===== src/rtl/fifo_rd_stream_pkg.sv =====
// +----------------------------------------------------------------------------+
// | fifo_rd_stream_pkg: shared widths, constants and stream-beat type for the  |
// | FIFO read/write stream adapters.                                           |
// | Revision: 1.0                                                              |
// +----------------------------------------------------------------------------+
`default_nettype none

package fifo_rd_stream_pkg;

  // Only registered-output (show-ahead-off) FIFOs with one cycle of read latency.
  localparam int c_RD_LATENCY  = 1;
  localparam int c_BEAT_DWIDTH = 16;

  typedef struct packed {
    logic [c_BEAT_DWIDTH-1:0] data;
    logic                     sop;
    logic                     eop;
  } stream_beat_t;

  function automatic int occ_width(input int depth);
    return $clog2(depth + 1);
  endfunction

endpackage

`default_nettype wire


===== src/rtl/stream_buf.sv =====
// +----------------------------------------------------------------------------+
// | stream_buf: DEPTH-entry circular register buffer with push/pop, occupancy  |
// | and head-of-queue outputs.                                                 |
// | Revision: 1.0                                                              |
// +----------------------------------------------------------------------------+
`default_nettype none

module stream_buf
  import fifo_rd_stream_pkg::*;
#(
  parameter int DWIDTH = 16,
  parameter int DEPTH  = 2,
  localparam int OW    = occ_width(DEPTH)
) (
  input  logic              clk_i,
  input  logic              rst_i,
  input  logic              push_i,
  input  logic [DWIDTH-1:0] push_data_i,
  input  logic              pop_i,
  output logic [OW-1:0]     occ_o,
  output logic [DWIDTH-1:0] head_o
);

  localparam int              c_PW   = (DEPTH > 1) ? $clog2(DEPTH) : 1;
  localparam logic [c_PW-1:0] c_LAST = c_PW'(DEPTH - 1);

  logic [DWIDTH-1:0] r_mem [DEPTH];
  logic [c_PW-1:0]   r_wr_ptr;
  logic [c_PW-1:0]   r_rd_ptr;
  logic [OW-1:0]     r_occ;

  // Entries are cleared on reset so the head reads as zero while empty.
  always_ff @(posedge clk_i or posedge rst_i) begin
    if (rst_i) begin
      for (int i = 0; i < DEPTH; i++) begin
        r_mem[i] <= '0;
      end
      r_wr_ptr <= '0;
      r_rd_ptr <= '0;
      r_occ    <= '0;
    end else begin
      if (push_i) begin
        r_mem[r_wr_ptr] <= push_data_i;
        r_wr_ptr        <= (r_wr_ptr == c_LAST) ? '0 : r_wr_ptr + 1'b1;
      end
      if (pop_i) begin
        r_rd_ptr <= (r_rd_ptr == c_LAST) ? '0 : r_rd_ptr + 1'b1;
      end
      r_occ <= r_occ + OW'(push_i) - OW'(pop_i);
    end
  end

  assign occ_o  = r_occ;
  assign head_o = r_mem[r_rd_ptr];

endmodule

`default_nettype wire


===== src/rtl/fifo_rd_stream.sv =====
// +----------------------------------------------------------------------------+
// | fifo_rd_stream: read-side adapter turning a show-ahead-off FIFO into a     |
// | valid/ready packet stream with sop/eop framing.                            |
// | Revision: 1.0                                                              |
// +----------------------------------------------------------------------------+
`default_nettype none

module fifo_rd_stream
  import fifo_rd_stream_pkg::*;
#(
  parameter int DWIDTH     = 16,
  parameter int LWIDTH     = 8,
  parameter int BUF_DEPTH  = 2,
  parameter int RD_LATENCY = 1
) (
  input  logic              clk_i,
  input  logic              rst_i,
  input  logic [DWIDTH-1:0] fifo_q_i,
  input  logic              fifo_empty_i,
  output logic              fifo_rdreq_o,
  input  logic [LWIDTH-1:0] pkt_len_i,
  output logic [DWIDTH-1:0] data_o,
  output logic              valid_o,
  input  logic              ready_i,
  output logic              sop_o,
  output logic              eop_o,
  output logic [LWIDTH-1:0] pkt_cnt_o
);

  localparam int c_OW = occ_width(BUF_DEPTH);

  logic [c_OW-1:0] w_occ;
  logic [c_OW:0]   w_credit;
  logic            r_inflight;
  logic            w_pop;

  assign w_pop   = valid_o && ready_i;
  assign valid_o = (w_occ != '0);

  // Space still owed after this cycle's pop; ready_i reaches fifo_rdreq_o
  // combinationally, so that path must be constrained at the integration level.
  assign w_credit     = {1'b0, w_occ} + (c_OW+1)'(r_inflight) - (c_OW+1)'(w_pop);
  assign fifo_rdreq_o = !fifo_empty_i && (w_credit < (c_OW+1)'(BUF_DEPTH));

  always_ff @(posedge clk_i or posedge rst_i) begin
    if (rst_i) begin
      r_inflight <= 1'b0;
    end else begin
      r_inflight <= fifo_rdreq_o;
    end
  end

  // The credit rule reserves a slot for every in-flight word, so capture is unconditional.
  stream_buf #(
    .DWIDTH (DWIDTH),
    .DEPTH  (BUF_DEPTH)
  ) u_buf (
    .clk_i       (clk_i),
    .rst_i       (rst_i),
    .push_i      (r_inflight),
    .push_data_i (fifo_q_i),
    .pop_i       (w_pop),
    .occ_o       (w_occ),
    .head_o      (data_o)
  );

  logic [LWIDTH-1:0] r_cnt;
  logic [LWIDTH-1:0] r_len;
  logic [LWIDTH-1:0] w_len;
  logic [LWIDTH:0]   w_len_ext;
  logic              w_last;

  // A zero length field encodes the full 2**LWIDTH-word packet.
  assign w_len     = (r_cnt == '0) ? pkt_len_i : r_len;
  assign w_len_ext = (w_len == '0) ? {1'b1, {LWIDTH{1'b0}}} : {1'b0, w_len};
  assign w_last    = ({1'b0, r_cnt} == (w_len_ext - (LWIDTH+1)'(1)));

  assign sop_o     = (r_cnt == '0);
  assign eop_o     = valid_o && w_last;
  assign pkt_cnt_o = r_cnt;

  always_ff @(posedge clk_i or posedge rst_i) begin
    if (rst_i) begin
      r_cnt <= '0;
      r_len <= '0;
    end else if (w_pop) begin
      if (w_last) begin
        r_cnt <= '0;
      end else begin
        r_cnt <= r_cnt + 1'b1;
        if (r_cnt == '0) begin
          r_len <= pkt_len_i;
        end
      end
    end
  end

  a_occ_bound : assert property (@(posedge clk_i) disable iff (rst_i)
    w_occ <= c_OW'(BUF_DEPTH));

  a_params : assert property (@(posedge clk_i)
    (BUF_DEPTH >= 2) && (RD_LATENCY == c_RD_LATENCY));

endmodule

`default_nettype wire


===== config.mk =====
export PLATFORM = sky130hd
export DESIGN_NAME = fifo_rd_stream
export DESIGN_NICKNAME = d
export VERILOG_FILES = /design/src/rtl/fifo_rd_stream_pkg.sv /design/src/rtl/stream_buf.sv /design/src/rtl/fifo_rd_stream.sv
export SDC_FILE = /design/constraint.sdc
export NUM_CORES = 1
export LEC_CHECK = 0
export BUFFER_PORTS_ARGS = -buffer_cell sky130_fd_sc_hd__buf_2
export CORE_UTILIZATION = 55
export DETAILED_ROUTE_END_ITERATION = 8
export PLACE_DENSITY = 0.78
export SLEW_MARGIN = 40
export SYNTH_ARGS = -nofsm -noshare
export SYNTH_HDL_FRONTEND = slang
export SYNTH_SLANG_ARGS = --single-unit
export TNS_END_PERCENT = 5

===== constraint.sdc =====
create_clock -name clk_i -period 4.9 [get_ports clk_i]
set_input_delay 0.245 -clock clk_i [delete_from_list [all_inputs] [get_ports clk_i]]
set_output_delay 0.245 -clock clk_i [all_outputs]
set_load 0.02 [all_outputs]

==> results.cfg <==
[logic_synthesis]
ys_types = 51
yosys_warnings = 0
syn-cell-area_mm2 = 0.00295
synth_simple_gate_area_frac = 0.119
synth_edf_count = 0
ys_ff_latch = 53
netlist_instances = 253
async_flop_share = 1.00
synth-seq-area-share = 0.450
ys.flop_type = dfrtp_1
synth_fa_ha_area_frac = 0.0323
syn_area_per_cell_um2 = 11.6
synth.area.mux_share = 0.225
syn_nets = 288
synth_xor_area_frac = 0.0446
synth_top_family_by_area = multiplexers
synth_compound_area_frac = 0.0934

[critical_path]
path_class = flip-flop to primary output
crit_chain = inv_1, ha_1, nor4b_4, nand2_4, inv_2, mux2i_1, ha_1, nor4b_1, o21ai_0, xnor2_1, nor2_1, a211oi_1, nand4_1, buf_4, nor2b_1, buf_2
cp.required_ns = 4.66
slowest_stage = dfrtp_1
cp-startpoint = pkt_cnt_o[0]
r2r_end = r_len[5]
cp_max_fo = 12
cp-end-kind = primary output
cpPeakStageDelay_ns = 0.44
reg2reg_slack_ns = 0.88
regToRegStartpoint = pkt_cnt_o[0]
reg2regPathDepth = 16
arrival_ns = 3.98
crit_top_cell = ha_1
start_kind = flip-flop

[route]
drt-initial-drc-count = 100
drtPass1Iterations = 4
wl_per_cell_um = 15.8
totalWireLength_um = 5960
num_vias = 2157
drcViolationCount = 0
ant_nets = 0
viasPerCell = 5.72

[clocking]
cts.hold.buffers_added = 0
cts_tree = built
htree_levels = 2
cts_buffers = 5
postCtsSetupBuffers = 0
clock-sinks = 53
clock_path_buffers = 2
path_clk_slew_ns = 0.09
root_buffer = clkbuf_8
cts_resized = 0
clk_latency_ns = 0.30

[layout]
final_cell_mix = mux2_2, buf_2, dfrtp_1
final_nets = 341
seq_area_mm2 = 0.00133
num_antenna_cells = 0
drive_above_1_share = 0.430
final_core_util = 0.655
fill_cells = 426
multi_input_area_mm2 = 0.00152
synthToLayoutAreaGrowth_pct = 14.2

[timing]
skew_ns = 0.00450
rsz0062_at_grt = no
finalSetupTns_ns = 0
slew_headroom = 0.518
finalSetupViolations = 0
period_minus_slack_ns = 4.22
fmax_mhz = 237
holdWs_ns = 0.0229
drv_slew = 0
timing.final.crit_share = 0.862
tightestPinTransition_ns = 0.723
final_hold_viol_count = 0

[placed_design]
io_buffers = 55
place.detailed.hpwl_um = 4360
gp_congestion = 0.889

[power]
p_seq_frac = 0.398
p_switching_mw = 0.806
intPower_mw = 1.20
power_frac_comb = 0.474
switching_share = 0.402
clockPowerShare = 0.128
p_leak_nw = 1.53
ir_drop_mv = 0.427
pwr_density_cell_mw_per_mm2 = 596

[floorplanning]
core_area_mm2 = 0.00514
ios = 56
die_w_um = 75.2
initial_core_util = 0.573
dieHeight_um = 75.2
num_rows = 26
dieArea_mm2 = 0.00565

[grt]
grt_overflow = 0
grt_pass1_wl_um = 9710
grt_pass1_vias = 2078
antenna_found_initial = 0
grt_usage = 0.232
grt_max_degree = 54

[run_status]
status = finished, final reports clean

[job]
maxCapViolCount = 0

[min_path]
holdCritPathClass = input pin to asynchronous set/reset pin
-- state kept, by name (all words and copies together), names as in the netlist --
| register | cells |
|---|---|
| r_len | 8 |
| u_buf.r_wr_ptr | 1 |
| u_buf.occ_o | 2 |
| pkt_cnt_o | 8 |
| r_inflight | 1 |
| u_buf.r_rd_ptr | 1 |
| u_buf.r_mem | 32 |
-- worst max path at each step --
stage | to | slack, ns
after floorplan | eop_o | 0.99
after global placement | r_len[2] | 0.94
after detailed placement | r_len[6] | 0.91
after CTS | eop_o | 0.69
after global routing | eop_o | 0.27
final | eop_o | 0.68
-- cell usage after synthesis (3+ instances only) --
cell / number / area share
mux2_2: 55 / 0.21
dfrtp_1: 53 / 0.45
a21oi_1: 11 / 0.019
inv_1: 11 / 0.014
nand2_1: 10 / 0.013
nor2_1: 10 / 0.013
xnor2_1: 9 / 0.027
o21ai_0: 8 / 0.014
clkbuf_1: 7 / 0.0089
ha_1: 6 / 0.025
xor2_1: 6 / 0.018
nand3_1: 4 / 0.0068
nor2b_1: 4 / 0.0085
nor3_1: 4 / 0.0068
or3_1: 4 / 0.0085
a211oi_1: 3 / 0.0076
mux2i_1: 3 / 0.010
o2bb2ai_1: 3 / 0.0089
or4_1: 3 / 0.0076
-- metal layers --
layer  vias up  track usage  share of wire
met3        11       0.0442          0.046
met2        62        0.391           0.48
met5         -            0              0
met4         0       0.0905          0.018
met1      1061        0.296           0.46
li1       1023            -              -
-- stage by stage --
step           std cells  instance area (um^2)  total power [mW]  setup WS [ns]
5_1_grt              377                  3370              2.14          0.270
6_report             377                  3370              2.00          0.676
4_1_cts              377                  3370              2.02          0.687
3_3_place_gp         369                  3270              1.73          0.937
3_5_place_dp         369                  3270              1.76          0.910
2_1_floorplan        253                  2950              1.50          0.986
-- power by group through the flow --
stage          clock network (mW)  registers, mW  logic, mW
3_3_place_gp                    0          0.796      0.933
6_report                    0.257          0.798      0.950
4_1_cts                     0.264          0.799      0.957
5_1_grt                     0.277          0.828       1.04
3_5_place_dp                    0          0.807      0.950
2_1_floorplan                   0          0.755      0.748
-- logic make-up after synthesis --
logic type | Yosys count
and+or+nand+nor | 57
muxes | 59
xor gates and xnor gates | 15
buffers and inverters | 23
adders and majority gates | 7
DFF | 53
AOI/OAI and AO/OA | 39
-- worst max-delay path: cells and delay by family (launching register included) --
kind                       cells  cell delay, ns
muxes                          1            0.31
and+or+nand+nor                6            1.24
DFF                            1            0.44
adders and majority gates      2            0.40
buffers and inverters          4            0.66
xor gates and xnor gates       1            0.19
AOI/OAI and AO/OA              2            0.42
-- final cells by class --
class | instances | area share
repair buffers | 57 | 0.0862
clock buffers | 6 | 0.0245
flip-flops and latches | 53 | 0.394
inverters | 12 | 0.0141
well taps | 70 | 0.0260
multi-input cells | 177 | 0.451
clock inverters | 2 | 0.00409
No activity file was read; power rests on OpenSTA's default activity.
